===== src/rtl/nv_clk_gate_power_ctrl.sv =====
//------------------------------------------------------------------------------
// Module  : nv_clk_gate_power_ctrl
// Brief   : Per-channel clock-gate enable sequencer with wake delay, idle
//           hysteresis, debug force-on and gated-cycle statistics.
// Revision: 1.0 - initial release
//------------------------------------------------------------------------------
`default_nettype none

module nv_clk_gate_power_ctrl #(
  parameter int NUM_CH   = 2,
  parameter int WAKE_CYC = 2,
  parameter int IDLE_CYC = 4,
  parameter int CNT_W    = 16,
  parameter int SEL_W    = 1
) (
  input  logic              clk,
  input  logic              reset,
  input  logic [NUM_CH-1:0] ch_req,
  input  logic [NUM_CH-1:0] ch_busy,
  input  logic [NUM_CH-1:0] force_on,
  output logic [NUM_CH-1:0] ch_ack,
  output logic [NUM_CH-1:0] clk_en,
  input  logic [SEL_W-1:0]  stat_sel,
  input  logic              stat_clr,
  output logic [CNT_W-1:0]  stat_cnt
);

  typedef enum logic [1:0] {
    ST_OFF  = 2'd0,
    ST_WAKE = 2'd1,
    ST_ON   = 2'd2,
    ST_HOLD = 2'd3
  } state_t;

  localparam int C_MAX_CYC = (WAKE_CYC > IDLE_CYC) ? WAKE_CYC : IDLE_CYC;
  localparam int C_TMR_W   = $clog2(C_MAX_CYC + 1);

  localparam logic [C_TMR_W-1:0] C_WAKE_LD = C_TMR_W'(WAKE_CYC);
  localparam logic [C_TMR_W-1:0] C_IDLE_LD = C_TMR_W'(IDLE_CYC);
  localparam logic [C_TMR_W-1:0] C_TMR_ONE = C_TMR_W'(1);
  localparam logic [CNT_W-1:0]   C_CNT_MAX = {CNT_W{1'b1}};

  state_t             r_state     [NUM_CH];
  state_t             w_state_nxt [NUM_CH];
  logic [C_TMR_W-1:0] r_tmr       [NUM_CH];
  logic [C_TMR_W-1:0] w_tmr_nxt   [NUM_CH];
  logic [CNT_W-1:0]   r_stat      [NUM_CH];
  logic [NUM_CH-1:0]  w_en_nxt;
  logic [NUM_CH-1:0]  w_ack_nxt;
  logic [CNT_W-1:0]   w_sel_cnt;

  // Next-state and next-output logic for every channel.
  always_comb begin
    for (int i = 0; i < NUM_CH; i++) begin
      w_state_nxt[i] = r_state[i];
      w_tmr_nxt[i]   = r_tmr[i];
      case (r_state[i])
        ST_OFF: begin
          if (ch_req[i]) begin
            w_state_nxt[i] = ST_WAKE;
            w_tmr_nxt[i]   = C_WAKE_LD;
          end
        end
        ST_WAKE: begin
          // A withdrawn request skips ack but still keeps the clock for hysteresis.
          if (!ch_req[i]) begin
            w_state_nxt[i] = ST_HOLD;
            w_tmr_nxt[i]   = C_IDLE_LD;
          end else if (r_tmr[i] <= C_TMR_ONE) begin
            w_state_nxt[i] = ST_ON;
            w_tmr_nxt[i]   = '0;
          end else begin
            w_tmr_nxt[i] = r_tmr[i] - C_TMR_ONE;
          end
        end
        ST_ON: begin
          if (!ch_req[i] && !ch_busy[i]) begin
            w_state_nxt[i] = ST_HOLD;
            w_tmr_nxt[i]   = C_IDLE_LD;
          end
        end
        ST_HOLD: begin
          if (ch_req[i]) begin
            w_state_nxt[i] = ST_ON;
            w_tmr_nxt[i]   = '0;
          end else if (ch_busy[i]) begin
            w_tmr_nxt[i] = C_IDLE_LD;
          end else if (r_tmr[i] <= C_TMR_ONE) begin
            w_state_nxt[i] = ST_OFF;
            w_tmr_nxt[i]   = '0;
          end else begin
            w_tmr_nxt[i] = r_tmr[i] - C_TMR_ONE;
          end
        end
        default: begin
          w_state_nxt[i] = ST_OFF;
          w_tmr_nxt[i]   = '0;
        end
      endcase
    end
  end

  always_comb begin
    w_en_nxt  = '0;
    w_ack_nxt = '0;
    for (int i = 0; i < NUM_CH; i++) begin
      w_en_nxt[i]  = (w_state_nxt[i] != ST_OFF) | force_on[i];
      w_ack_nxt[i] = (w_state_nxt[i] == ST_ON);
    end
  end

  // Out-of-range selects match no channel and therefore read back zero.
  always_comb begin
    w_sel_cnt = '0;
    for (int i = 0; i < NUM_CH; i++) begin
      if (stat_sel == SEL_W'(i)) begin
        w_sel_cnt = r_stat[i];
      end
    end
  end

  always_ff @(posedge clk) begin
    if (reset) begin
      for (int i = 0; i < NUM_CH; i++) begin
        r_state[i] <= ST_OFF;
        r_tmr[i]   <= '0;
        r_stat[i]  <= '0;
      end
      clk_en   <= '0;
      ch_ack   <= '0;
      stat_cnt <= '0;
    end else begin
      for (int i = 0; i < NUM_CH; i++) begin
        r_state[i] <= w_state_nxt[i];
        r_tmr[i]   <= w_tmr_nxt[i];
        // Clear has priority; otherwise count gated cycles and saturate.
        if (stat_clr && (stat_sel == SEL_W'(i))) begin
          r_stat[i] <= '0;
        end else if (!clk_en[i] && (r_stat[i] != C_CNT_MAX)) begin
          r_stat[i] <= r_stat[i] + 1'b1;
        end
      end
      clk_en   <= w_en_nxt;
      ch_ack   <= w_ack_nxt;
      stat_cnt <= w_sel_cnt;
    end
  end

endmodule

`default_nettype wire


===== config.mk =====
export PLATFORM = sky130hd
export DESIGN_NAME = nv_clk_gate_power_ctrl
export DESIGN_NICKNAME = d
export VERILOG_FILES = /design/src/rtl/nv_clk_gate_power_ctrl.sv
export SDC_FILE = /design/constraint.sdc
export NUM_CORES = 1
export LEC_CHECK = 0
export CAP_MARGIN = 40
export CORE_ASPECT_RATIO = 0.7
export CORE_MARGIN = 2
export CORE_UTILIZATION = 40
export DETAILED_ROUTE_END_ITERATION = 8
export PLACE_DENSITY = 0.58
export SYNTH_ARGS = -nofsm -noshare
export SYNTH_HDL_FRONTEND = slang
export SYNTH_SLANG_ARGS = --single-unit

===== constraint.sdc =====
create_clock -name clk -period 2 [get_ports clk]
set_input_delay 0.3 -clock clk [delete_from_list [all_inputs] [get_ports clk]]
set_output_delay 0.3 -clock clk [all_outputs]
set_load 0.02 [all_outputs]

-- Yosys cells after proc, flatten, opt, wreduce, memory -nomap -nowiden
Memories as Yosys holds them, arrays and structs flattened.
Index checks and enable logic that the tools add are counted.
- flip-flop bits (word level): 20
- RAM bits: 42
- input bits: 10
- output and inout port bits: 20
- word-level logic and storage cells: 105
- memories kept: 3
- add/subtract/negate cells: 4
- $lt $le $gt $ge: 2
- equal/unequal tests: 10
- muxes and demuxes: 56
- bitwise operators: 11
- reductions and logical operators: 16
- memories (memory ; depth ; width ; rd ports ; clocked after memory_dff ; write ports ; RTL line ; RTL):
    r_stat ; 2 ; 16 ; 2 ; 0 ; 2 ; 47 ; logic [CNT_W-1:0] r_stat [NUM_CH];
    r_tmr ; 2 ; 3 ; 2 ; 0 ; 2 ; 45 ; logic [C_TMR_W-1:0] r_tmr [NUM_CH];
    r_state ; 2 ; 2 ; 2 ; 0 ; 2 ; 43 ; state_t r_state [NUM_CH];
- operators by type and width (kind ; number):
    $mux 16 ; 5
    $mux 3 ; 14
    $add 16x1->16 const B ; 2
    $mux 2 ; 16
    $ne 16x16->1 const B ; 2
    $pmux 3 s4 ; 2
    $mux 1 ; 17
    $pmux 2 s4 ; 2
    $eq 2x2->1 const B ; 6
    $or 1x1->1 ; 10
    $le 3x1->1 const B ; 2
    $logic_and 1x1->1 ; 6
    $logic_not 1->1 ; 6
    $sub 3x1->3 const B ; 2
    $eq 2x1->1 const B ; 2
    $logic_not 2->1 ; 2
    $reduce_bool 2->1 ; 2
    $not 1->1 ; 1

-- Depth between registers and ports, before layout
Gate-level depths: netlist of the first run.
- depth after elaboration: 7
- gate-level depth with buffers: 6
- mapped depth without buffers: 6

-- Least setup slack after synthesis of the first run
Ideal clock, no wire load.
- path kind: flip-flop to flip-flop
- start: mem r_stat[0][0]
- end: mem r_stat[0][0], enable pin
- library setup time: 0.362 ns
- arrival: 1.730 ns
- required time: 1.638 ns
- slack: -0.091 ns
- stages on the path, launching flop included: 7
- buffers on the path: 1
- clock period less this slack: 2.091 ns
- cell sequence: edfxtp_1 ha_1 nand2_1 nor3_1 a41o_1 buf_2 nand2_1
- RTL lines (what ; RTL line):
    start, declared ; 47

==> flow_metrics.env, run 1 <==
export IMPL_route_detailed_wl_per_inst_um=14.15
export IMPL_slew_viol_final=0
export IMPL_syn_to_final_growth_pct=27.40
export IMPL_grt_pass1_wl_mm=11.85
export IMPL_cts_max_level=3
export IMPL_drc=0
export IMPL_pre_cts_ws_ns=-0.03621
export IMPL_dieArea_mm2=0.008555
export IMPL_placement_io_buffers=29
export IMPL_fin_skew_ns=0.008752
export IMPL_fin_area_mm2=0.003985
export IMPL_fin_crit_sh_pct=87.59
export IMPL_core_mm2=0.007450
export IMPL_status="complete, no violations"
export IMPL_setup_viol=0
export IMPL_synth_warnings=0
export IMPL_ff2ff_path_depth=4
export IMPL_pin_count=30
export IMPL_synth_flop_cell="edfxtp_1"
export IMPL_num_rows=26
export IMPL_r2r_setup_slack_ns=0.25
export IMPL_maxSlewHeadroom_pct=67.37
export IMPL_ir_worst_vdd_v=0.0004658
export IMPL_clkSinkCount=62
export IMPL_place_inst=478
export IMPL_path_max_fanout=16
export IMPL_synth_edf_count=32
export IMPL_endpoint="r_stat[0][1]$_SDFFCE_PN0P_"
export IMPL_fmax_mhz=570.9
export IMPL_synth_fp_nets=340
export IMPL_grt_remaining_overflow=0
export IMPL_syn_cell_area_mm2=0.003128
export IMPL_post_cts_buffers=0
export IMPL_post_route_util_pct=53.49
export IMPL_p_leak_nw=1.502
export IMPL_synth_avg_cell_area_um2=9.654
export IMPL_cts_root_buffer="clkbuf_8"
export IMPL_clock_tree_buffer_depth=2
export IMPL_ys_types=46
export IMPL_cp_arrival_ns=1.77
export IMPL_fin_cells=494
export IMPL_critPathMaxStageDelay_ns=0.46
export IMPL_netlist_instances=324
export IMPL_tightest_slew_ns=0.4887
export IMPL_drv_cap=0
export IMPL_cp_startpoint="r_stat[0][4]$_SDFFCE_PN0P_"
export IMPL_layout_setup_ws_ns=0.2483
export IMPL_grt_pass1_vias=2410
export IMPL_gp_congestion=0.7962
export IMPL_ys_async_sr_fraction_pct=0
export IMPL_r2r_start="r_stat[0][4]$_SDFFCE_PN0P_"
export IMPL_seq_area_mm2=0.001562
export IMPL_start_util_pct=41.99
export IMPL_ant_nets=0
export IMPL_fillers=718
export IMPL_final_nets=407
export IMPL_path_cells="nand4_4 -> nor3_2 -> a41o_1 -> nand2_2"
export IMPL_grt_max_degree=25
export IMPL_cp_data_required_time_ns=2.02
export IMPL_ys_seq_elements=62
export IMPL_layout_commonest_cell="nor2_1"
export IMPL_hp_class="reg -> reg"
export IMPL_antenna_found_initial=0
export IMPL_dr_pass1_iters=4
export IMPL_placed_area_mm2=0.003799
export IMPL_cts_tree="built"
export IMPL_hold_viol=0
export IMPL_crit_path_start_kind="register"
export IMPL_rsz0062_at_grt="false"
export IMPL_cts_buffers=9
export IMPL_first_iter_violations=137
export IMPL_crit_type="reg -> reg"
export IMPL_insertion_delay_ns=0.35
export IMPL_cp_slowest_cell="edfxtp_1"
export IMPL_fp_dieW_um=109.7
export IMPL_whs_ns=0.5174
export IMPL_clk_pin_slew_worst_paths_ns=0.06
export IMPL_via_per_inst=5.077
export IMPL_num_antenna_cells=0
export IMPL_dieHeight_um=77.99
export IMPL_yosysSeqAreaShare_pct=49.92
export IMPL_multi_input_area_mm2=0.001445
export IMPL_period_needed_ns=1.752
export IMPL_via_count=2508
export IMPL_r2r_end="r_stat[0][1]$_SDFFCE_PN0P_"
export IMPL_p_per_area_mw_per_mm2=807.0
export IMPL_crit_path_end_kind="register"
export IMPL_hpwlAfterDp_mm=5.182
export IMPL_final_cell_mix="nor2_1 (60), buf_4 (38), edfxtp_1 (32)"
export IMPL_grt_use_total_pct=18.43
export IMPL_drive_above_1_share_pct=15.40
export IMPL_routed_wl_mm=6.990
==> routing by layer <==
metal	up-vias	share of wire, %	wire (µm)	global-route usage, %
met2	33	41	2890	25.31
met4	0	1.3	91	5.570
met3	9	4.4	311	6.303
met1	1183	53	3696	27.02
met5	-	0	0	0
li1	1283	-	-	-
==> final cells by class <==
type | instances | area share [%]
repair buffers | 68 | 14.95
flip-flops and latches | 62 | 39.18
inverters | 21 | 1.978
clock inverters | 1 | 0.1256
multi-input cells | 229 | 36.26
clock buffers | 15 | 4.427
well taps | 98 | 3.077
==> worst max-delay path, delay by kind of cell, from the launching register on <==
kind	cells	cell delay, ns
AO/OA/AOI/OAI	1	0.25
flip-flops	1	0.46
AND/OR/NAND/NOR	3	0.70
==> through the flow <==
stage | setup TNS [ns] | total power, W
global placement | -0.08441 | 0.002222
finish | 0 | 0.003216
CTS | 0 | 0.003247
floorplan | 0 | 0.001958
detailed placement | -0.5657 | 0.002230
global route | 0 | 0.003387
==> power by group <==
| group | total, W | switching [W] | internal, W |
|---|---|---|---|
| Combinational | 0.000623 | 0.000326 | 0.000297 |
| Sequential | 0.00158 | 0.000110 | 0.00147 |
| Clock | 0.00101 | 0.000461 | 0.000551 |
| Total | 0.00322 | 0.000898 | 0.00232 |
==> flip-flops by register name (all words and copies together), names as in the netlist <==
| signal | flops |
|---|---|
| r_stat | 32 |
| stat_cnt | 16 |
| r_tmr | 6 |
| r_state | 4 |
| ch_ack | 2 |
| clk_en | 2 |
==> cells in the mapped netlist (all sizes together), types with 2 or more instances <==
library cell,count,area (µm²)
nand4,4,40.04
and4,2,17.52
ha,6,75.07
edfxtp,32,960.9
and3,4,26.28
nand2,12,45.04
nand3,15,75.07
nor2,60,225.2
buf,5,26.27
clkbuf,7,26.28
o21ai,7,35.03
xnor2,19,166.4
o211ai,4,30.03
inv,21,78.83
dfxtp,30,600.6
nand2b,4,25.02
a211oi,3,22.52
mux2i,16,160.2
a41o,2,21.27
xor2,6,52.55
nor3,12,60.06
or3,3,18.77
o21ba,2,20.02
a21oi,13,65.06
a221oi,2,17.52
o32ai,2,17.52
nor4,6,37.54
nor2b,9,56.30
nor3b,3,22.52
nand3b,2,15.01
==> worst min path at each step <==
stage                             start  cells past startpoint                  endpoint
2_1_floorplan               force_on[0]                      2      clk_en[0]$_SDFF_PP0_
3_3_place_gp   r_tmr[0][0]$_SDFFE_PP0P_                      1  r_tmr[0][0]$_SDFFE_PP0P_
3_5_place_dp   r_tmr[0][0]$_SDFFE_PP0P_                      1  r_tmr[0][0]$_SDFFE_PP0P_
4_1_cts        r_tmr[0][0]$_SDFFE_PP0P_                      1  r_tmr[0][0]$_SDFFE_PP0P_
5_1_grt        r_tmr[0][0]$_SDFFE_PP0P_                      1  r_tmr[0][0]$_SDFFE_PP0P_
6_report       r_tmr[0][0]$_SDFFE_PP0P_                      1  r_tmr[0][0]$_SDFFE_PP0P_
==> cell families after synthesis <==
group	synth area share, %
simple gates	22.28
flops	49.92
compound gates	9.081
buf+inv	4.200
xor+xnor	7.000
mux	5.120
fa+ha+maj	2.400
==> what timing repair did <==
item,CTS,global route
gates resized for setup,0,1
setup endpoints to repair,0,16
hold buffers,0,0
No activity file was read; power rests on OpenSTA's default activity.
==> run 2: changes to the inputs <==
--- a/config.mk
+++ b/config.mk
@@ -8,9 +8,9 @@
 export CAP_MARGIN = 40
 export CORE_ASPECT_RATIO = 0.7
 export CORE_MARGIN = 2
-export CORE_UTILIZATION = 40
+export CORE_UTILIZATION = 43
 export DETAILED_ROUTE_END_ITERATION = 8
-export PLACE_DENSITY = 0.58
+export PLACE_DENSITY = 0.6
 export SYNTH_ARGS = -nofsm -noshare
 export SYNTH_HDL_FRONTEND = slang
 export SYNTH_SLANG_ARGS = --single-unit
==> constraint.sdc (replaced) <==
create_clock -name clk -period 1.8 [get_ports clk]
set_input_delay 0.27 -clock clk [delete_from_list [all_inputs] [get_ports clk]]
set_output_delay 0.27 -clock clk [all_outputs]
set_load 0.02 [all_outputs]
==> flow_metrics.env, run 2 (synthesized netlist as in run 1, its figures left out) <==
export IMPL_status="complete, no violations"
export IMPL_num_rows=25
export IMPL_drive_above_1_share_pct=18.27
export IMPL_path_max_fanout=12
export IMPL_use_met3_pct=5.133
export IMPL_core_mm2=0.006882
export IMPL_post_route_util_pct=59.44
export IMPL_endpoint="r_stat[0][15]$_SDFFCE_PN0P_"
export IMPL_cp_slowest_cell="edfxtp_1"
export IMPL_use_met1_pct=28.62
export IMPL_fin_crit_sh_pct=93.67
export IMPL_path_cells="ha_1 -> nand2_1 -> nor3_2 -> a41o_1 -> buf_4 -> a21oi_1"
export IMPL_grt_pass1_vias=2273
export IMPL_tightest_slew_ns=0.4710
export IMPL_grt_remaining_overflow=0
export IMPL_largest_reg_flops=32
export IMPL_rsz0062_at_grt="false"
export IMPL_p_per_area_mw_per_mm2=926.7
export IMPL_dr_pass1_iters=4
export IMPL_fp_dieW_um=105.9
export IMPL_min_delay_path_depth=3
export IMPL_critPathMaxStageDelay_ns=0.36
export IMPL_maxSlewHeadroom_pct=68.56
export IMPL_num_antenna_cells=0
export IMPL_r2r_setup_slack_ns=0.11
export IMPL_syn_to_final_growth_pct=30.76
export IMPL_cts_root_buffer="clkbuf_8"
export IMPL_p_leak_nw=1.562
export IMPL_first_iter_violations=111
export IMPL_start_util_pct=45.45
export IMPL_final_cell_mix="nor2_1 (60), buf_4 (48), edfxtp_1 (32)"
export IMPL_layout_commonest_cell="nor2_1"
export IMPL_reg_largest_list="r_stat (32), stat_cnt (16), r_tmr (6)"
export IMPL_cts_tree="built"
export IMPL_hpwlAfterDp_mm=5.282
export IMPL_crit_path_end_kind="register"
export IMPL_gp_congestion=0.8063
export IMPL_final_nets=416
export IMPL_grt_max_degree=24
export IMPL_pin_count=30
export IMPL_via_per_inst=5.082
export IMPL_grt_use_total_pct=19.14
export IMPL_clk_pin_slew_worst_paths_ns=0.07
export IMPL_r2r_end="r_stat[0][15]$_SDFFCE_PN0P_"
export IMPL_grt_pass1_wl_mm=11.57
export IMPL_fmax_mhz=593.1
export IMPL_placement_io_buffers=29
export IMPL_via_count=2536
export IMPL_cp_startpoint="r_stat[0][0]$_SDFFCE_PN0P_"
export IMPL_post_cts_buffers=0
export IMPL_antenna_found_initial=0
export IMPL_max_flop_register="r_stat"
export IMPL_fillers=607
export IMPL_fin_cells=499
export IMPL_setup_viol=0
export IMPL_cts_max_level=3
export IMPL_slew_viol_final=0
export IMPL_insertion_delay_ns=0.34
export IMPL_grtUsageMet2_pct=27.03
export IMPL_ff2ff_path_depth=6
export IMPL_path_depth=6
export IMPL_fin_skew_ns=0.006892
export IMPL_dieArea_mm2=0.007984
export IMPL_cts_buffers=9
export IMPL_ir_worst_vdd_v=0.0005111
export IMPL_layout_setup_ws_ns=0.1140
export IMPL_worst_path_buf_inv=1
export IMPL_period_needed_ns=1.686
export IMPL_drc=0
export IMPL_cp_arrival_ns=1.77
export IMPL_place_inst=483
export IMPL_routed_wl_mm=7.086
export IMPL_clock_tree_buffer_depth=2
export IMPL_busiest_layer="met1"
export IMPL_hold_buffers=0
export IMPL_cp_top_family="flip-flops"
export IMPL_cp_data_required_time_ns=1.89
export IMPL_pre_cts_ws_ns=-0.1100
export IMPL_clkSinkCount=62
export IMPL_dieHeight_um=75.36
export IMPL_hp_class="in -> reg"
export IMPL_ant_nets=0
export IMPL_setup_tns_ns=0
export IMPL_drv_cap=0
export IMPL_crit_path_start_kind="register"
export IMPL_r2r_start="r_stat[0][0]$_SDFFCE_PN0P_"
export IMPL_hold_viol=0
export IMPL_crit_type="reg -> reg"
export IMPL_route_detailed_wl_per_inst_um=14.20
-- run 2: cell count changes in the layout (fill, tap and decap cells not counted), moves of 2 or more --
| cell | previous run | this run |
|---|---|---|
| a21oi_1 | 13 | 11 |
| a21oi_2 | 0 | 2 |
| buf_4 | 38 | 48 |
| bufinv_16 | 0 | 2 |
| clkbuf_8 | 12 | 9 |
| nand2_2 | 2 | 0 |
-- run 2: per-stage QoR --
| step | hold WS (ns) | area (µm²) | power [W] |
|---|---|---|---|
| 6_report | 0.5339 | 4090 | 0.003790 |
| 5_1_grt | 0.5732 | 4090 | 0.003967 |
| 4_1_cts | 0.5301 | 4081 | 0.003803 |
| 3_5_place_dp | 0.5254 | 3876 | 0.002506 |
| 3_3_place_gp | 0.5188 | 3876 | 0.002498 |
| 2_1_floorplan | 0.4154 | 3161 | 0.002183 |
-- run 2: worst min-delay path, stage by stage --
cell and delay [ns]:
clkdlybuf4s50_1 0.39, nand2b_1 0.07, o211ai_1 0.08
-- run 2: cell type report --
| type | count | area [µm²] | share of cell area [%] |
|---|---|---|---|
| flip-flops and latches | 62 | 1563 | 38.21 |
| multi-input cells | 229 | 1475 | 36.07 |
| repair buffers | 77 | 650.6 | 15.91 |
| clock buffers | 11 | 131.4 | 3.212 |
| well taps | 94 | 117.6 | 2.876 |
| inverters | 21 | 78.83 | 1.927 |
| clock inverters | 5 | 73.82 | 1.805 |
-- run 2: how the worst min path moves through the flow --
stage / slack [ns] / startpoint / end
2_1_floorplan: 0.42 / force_on[0] / clk_en[0]$_SDFF_PP0_
4_1_cts: 0.53 / force_on[0] / clk_en[0]$_SDFF_PP0_
6_report: 0.53 / force_on[0] / clk_en[0]$_SDFF_PP0_
5_1_grt: 0.57 / r_tmr[0][0]$_SDFFE_PP0P_ / r_tmr[0][0]$_SDFFE_PP0P_
3_5_place_dp: 0.53 / r_tmr[0][0]$_SDFFE_PP0P_ / r_tmr[0][0]$_SDFFE_PP0P_
3_3_place_gp: 0.52 / r_tmr[0][0]$_SDFFE_PP0P_ / r_tmr[0][0]$_SDFFE_PP0P_
-- run 2: power breakdown --
| part | leakage (nW) | internal (W) | switching, W |
|---|---|---|---|
| clock network | 0.105 | 0.000771 | 0.000533 |
| logic | 0.861 | 0.000354 | 0.000388 |
| registers | 0.597 | 0.00163 | 0.000112 |
| total | 1.56 | 0.00276 | 0.00103 |
-- run 2: per-layer routing --
metal	share of wire, %	routed length [µm]
met5	0	0
met4	0.92	65
met3	5.5	389
met2	42	2947
met1	52	3683
-- run 2: timing repair --
| action | 4_1_cts | 5_1_grt |
|---|---|---|
| hold endpoints to repair | 0 | 0 |
| endpoints found under the setup margin | 0 | 1 |
| gates resized for setup | 0 | 3 |
